`config.mk`:
```
export PLATFORM = sky130hd
export DESIGN_NAME = arb_rr4
export DESIGN_NICKNAME = d
export VERILOG_FILES = /design/src/rtl/arb_rr4.sv
export SDC_FILE = /design/constraint.sdc
export NUM_CORES = 1
export LEC_CHECK = 0
export CAP_MARGIN = 20
export CORE_MARGIN = 3
export CORE_UTILIZATION = 47
export CTS_BUF_LIST = sky130_fd_sc_hd__clkbuf_2
export CTS_CLUSTER_DIAMETER = 120
export DETAILED_ROUTE_END_ITERATION = 10
export GPL_TIMING_DRIVEN = 0
export PLACE_DENSITY = 0.85
export SLEW_MARGIN = 10
export SYNTH_ARGS = -nofsm -noshare
export SYNTH_HDL_FRONTEND = slang
export SYNTH_SLANG_ARGS = --single-unit
```
`constraint.sdc`:
```
create_clock -name clk -period 1.3 [get_ports clk]
set_input_delay 0.26 -clock clk [delete_from_list [all_inputs] [get_ports clk]]
set_output_delay 0.26 -clock clk [all_outputs]
set_load 0.01 [all_outputs]
```
`src/rtl/arb_rr4.sv`:
```
// Four-requester round-robin arbiter with hold limit and a mandatory idle gap
// between grants. Drives a one-hot select bus; all outputs are registered.
module arb_rr4 #(
  parameter int unsigned MAX_HOLD = 8
) (
  input  logic       clk,
  input  logic       rst,
  input  logic [3:0] req,
  input  logic       rel,
  output logic [3:0] gnt,
  output logic [1:0] gnt_id,
  output logic       busy,
  output logic       timeout
);

  // Handshake: a requester holds req[i] high while it wants the resource; the
  // winner keeps req high for the whole grant and ends it by pulsing rel or by
  // dropping its req bit. Non-holder req changes are only seen at arbitration.

  localparam logic [7:0] HOLD_LIMIT = 8'(MAX_HOLD);

  typedef enum logic {
    IDLE  = 1'b0,
    GRANT = 1'b1
  } state_t;

  state_t     state_q, state_d;
  logic [1:0] ptr_q, ptr_d;
  logic [1:0] gnt_id_q, gnt_id_d;
  logic [7:0] hold_q, hold_d;
  logic       timeout_q, timeout_d;

  logic       found;
  logic [1:0] winner;
  logic [1:0] idx;

  // First requester at or after the pointer, wrapping 3 -> 0.
  always_comb begin
    found  = 1'b0;
    winner = ptr_q;
    idx    = ptr_q;
    for (int i = 0; i < 4; i++) begin
      idx = ptr_q + 2'(i);
      if (!found && req[idx]) begin
        found  = 1'b1;
        winner = idx;
      end
    end
  end

  always_comb begin
    state_d   = state_q;
    ptr_d     = ptr_q;
    gnt_id_d  = gnt_id_q;
    hold_d    = hold_q;
    timeout_d = 1'b0;
    case (state_q)
      IDLE: begin
        hold_d = 8'd0;
        if (found) begin
          state_d  = GRANT;
          gnt_id_d = winner;
          ptr_d    = winner + 2'd1;
          hold_d   = 8'd1;
        end
      end
      GRANT: begin
        // Normal release outranks the hold limit when both hit on one edge.
        if (rel || !req[gnt_id_q]) begin
          state_d = IDLE;
          hold_d  = 8'd0;
        end else if (hold_q == HOLD_LIMIT) begin
          state_d   = IDLE;
          hold_d    = 8'd0;
          timeout_d = 1'b1;
        end else begin
          hold_d = hold_q + 8'd1;
        end
      end
      default: begin
        state_d = IDLE;
        hold_d  = 8'd0;
      end
    endcase
  end

  always_ff @(posedge clk or posedge rst) begin
    if (rst) begin
      state_q   <= IDLE;
      ptr_q     <= 2'd0;
      gnt_id_q  <= 2'd0;
      hold_q    <= 8'd0;
      timeout_q <= 1'b0;
    end else begin
      state_q   <= state_d;
      ptr_q     <= ptr_d;
      gnt_id_q  <= gnt_id_d;
      hold_q    <= hold_d;
      timeout_q <= timeout_d;
    end
  end

  assign busy    = (state_q == GRANT);
  assign gnt_id  = gnt_id_q;
  assign timeout = timeout_q;

  always_comb begin
    gnt = 4'b0000;
    if (state_q == GRANT) gnt[gnt_id_q] = 1'b1;
  end

endmodule
```
==> results of run 1 <==
-- metal layers --
layer | track usage (%) | vias to the layer above | wire length, µm
li1 | - | 329 | -
met4 | 7.182 | 0 | 15
met5 | 0 | - | 0
met2 | 29.81 | 27 | 914
met1 | 20.76 | 327 | 689
met3 | 5.747 | 2 | 116
-- timing repair --
item	4_1_cts	5_1_grt
setup endpoints to repair	22	20
pin swaps	3	6
buffers inserted	6	3
resized for setup	30	10
-- state kept, by name, indices dropped and copies added (netlist names) --
register / cells
ptr_q: 2
busy: 1
hold_q: 8
timeout: 1
gnt_id: 2
-- worst min path at each step --
stage / startpoint / end / slack, ps
after floorplan: rst / busy$_DFF_PP0_ / 150
after global placement: hold_q[7]$_DFF_PP0_ / hold_q[7]$_DFF_PP0_ / 540
after detailed placement: hold_q[7]$_DFF_PP0_ / hold_q[7]$_DFF_PP0_ / 550
after CTS: rst / ptr_q[1]$_DFFE_PP0P_ / 290
after global routing: rst / ptr_q[0]$_DFFE_PP0P_ / 310
final: rst / ptr_q[0]$_DFFE_PP0P_ / 280
-- layout by cell type (no fill, tap or decap), types with 2 or more instances in the layout --
cell type,count
dfrtp_1,10
nor2_1,9
buf_4,7
inv_1,6
dlygate4sd2_1,6
a21oi_1,5
nand2_1,5
nand3_1,5
xor2_1,5
buf_2,5
dfrtp_2,4
nor2b_1,3
and3_1,3
clkbuf_2,3
nor3_1,2
o21ai_2,2
and2_1,2
o21ai_1,2
ha_1,2
clkdlybuf4s50_1,2
buf_6,2
-- metrics by stage --
| stage | setup TNS (ps) | instance area [µm²] | utilization, % |
|---|---|---|---|
| 2_1_floorplan | -419.7 | 793.3 | - |
| 3_3_place_gp | -6890 | 953.4 | 61.85 |
| 3_5_place_dp | -7803 | 953.4 | 61.85 |
| 4_1_cts | -2080 | 988.4 | 64.12 |
| 5_1_grt | -3349 | 1036 | 67.21 |
| 6_report | -2297 | 1036 | 67.21 |
-- power groups by stage --
stage,logic (mW),registers (mW),clock network [mW]
after floorplan,0.469,0.690,0
final,0.982,0.674,0.201
after CTS,0.873,0.663,0.203
after global routing,1.07,0.690,0.234
after global placement,0.750,0.689,0
after detailed placement,0.785,0.701,0
-- final cells by class --
type,instances,area (µm²)
Clock buffer,3,15.01
Timing Repair Buffer,23,182.7
Sequential cell,14,355.3
Tap cell,16,20.02
Inverter,6,22.52
Multi-Input combinational cell,59,436.7
Clock inverter,1,3.754
Fill cell,115,505.5
-- cell families after synthesis --
kind of cell,count (synthesis),synth area share (%)
AOI/OAI and AO/OA,15,15.21
xor gates and xnor gates,6,6.656
buffers and inverters,6,2.852
DFF,14,44.37
and+or+nand+nor,34,23.14
muxes,2,4.597
adders and majority gates,2,3.169
-- worst max-delay path, cell delays in order (launching register included) --
cell	delay, ps
dfrtp_2	410
buf_6	110
mux4_2	480
nor3b_4	180
nand2_4	120
nand2_1	60
==> out/qor.csv, run 1 <==
metric;value;unit
p_leak;0.4927;nW
netlist_top_cells_count;14 x dfrtp_1, 10 x nor2_1, 6 x inv_1;
cts_buffer_depth;2;
portBuffers;14;
critPathCaptureType;flip-flop;
combPwrFrac;52.9;%
synth_top_area_share;44.37;%
switching_share;39.09;%
grt_max_degree;15;
r2r_slack;-190;ps
fin_crit;1492;ps
dieArea;2208;µm²
syn-instance-count;79;
worst-endpoint-required;1450;ps
ios;15;
firstDrtPassIters;4;
via_per_inst;5.615;
synth_area;789.5;µm²
synth_nets;88;
dpl_worst_slack;-637.6;ps
cts_root_buf;clkbuf_2;
drive_gt1_share;29.25;%
rsz0062_at_grt;yes;
grt_pass1_wl;2684;µm
peakVddDrop;970.8;µV
setup_viol;16;
status;finished with violations;
hpwl;1266;µm
fin_nets;116;
htree_levels;1;
p_seq_share;36.3;%
hold_class;in2async;
synthArstFlopShare;100.0;%
grt_antenna_before_repair;0;
place_inst;109;
layout_setup_ws;-191.8;ps
synth.distinct_cells;26;
power_switching;0.7256;mW
finalClockSkew;12.25;ps
numCtsBuffers;3;
violations;setup timing;
antenna_cells;0;
p_per_area;1792;nW/µm²
cts_tree;done;
start_util;51.22;%
coreArea;1541;µm²
ant_nets;0;
avgSynthCellArea;9.994;µm²
tightest_slew;513.1;ps
max_cap_violations;0;
drt_iter0_drc;15;
num_rows;14;
grtUsageTotal;17.72;%
fin_cells;122;
crit_type;reg2reg;
startpoint_type;flip-flop;
post-route-period-util;114.8;%
r2r_cells;5;
die_w;46.99;µm
synth_area_leaders;dfrtp_1 44%, xor2_1 5.5%, nor2_1 4.8%;
routed_wl;1735;µm
slew_violations;0;
holdWs;282.8;ps
drc;0;
gp_congestion;0.7064;
p_int;1.131;mW
worstSkewPairLatency;280;ps
cts-hold-fix-buffers;0;
syn_to_final_growth;31.22;%
post-synth-top-count-cell;dfrtp_1;
startpoint;gnt_id[0]$_DFFE_PP0P_;
synth_edf_count;0;
clkTransAtPathRegs;130;ps
grt_pass1_vias;640;
ys_warn_count;0;
vias;685;
arrival;1640;ps
cp_max_fo;8;
ys.flop_type;dfrtp_1;
clkPwrFrac;10.8;%
regToRegStartpoint;gnt_id[0]$_DFFE_PP0P_;
die_h;46.99;µm
yosysSeqAreaShare;44.37;%
hold_viol_final;0;
maxSlewHeadroom;65.68;%
r2r-end;busy$_DFF_PP0_;
wl_per_cell;14.22;µm
yosysTopAreaCell;dfrtp_1;
max_clock_freq;670.4;MHz
p_total;1.856;mW
cts.sinks;14;
grt_overflow;0;
synth.ff_latch_count;14;
setup.worst_path.end;busy$_DFF_PP0_;
(Power assumes the default switching activity.)
==> run 2: changes to the inputs <==
CAP_MARGIN = not set   (was 20)
==> results of run 2 <==
The final DEF is identical to that of run 1; final timing and power are the same.
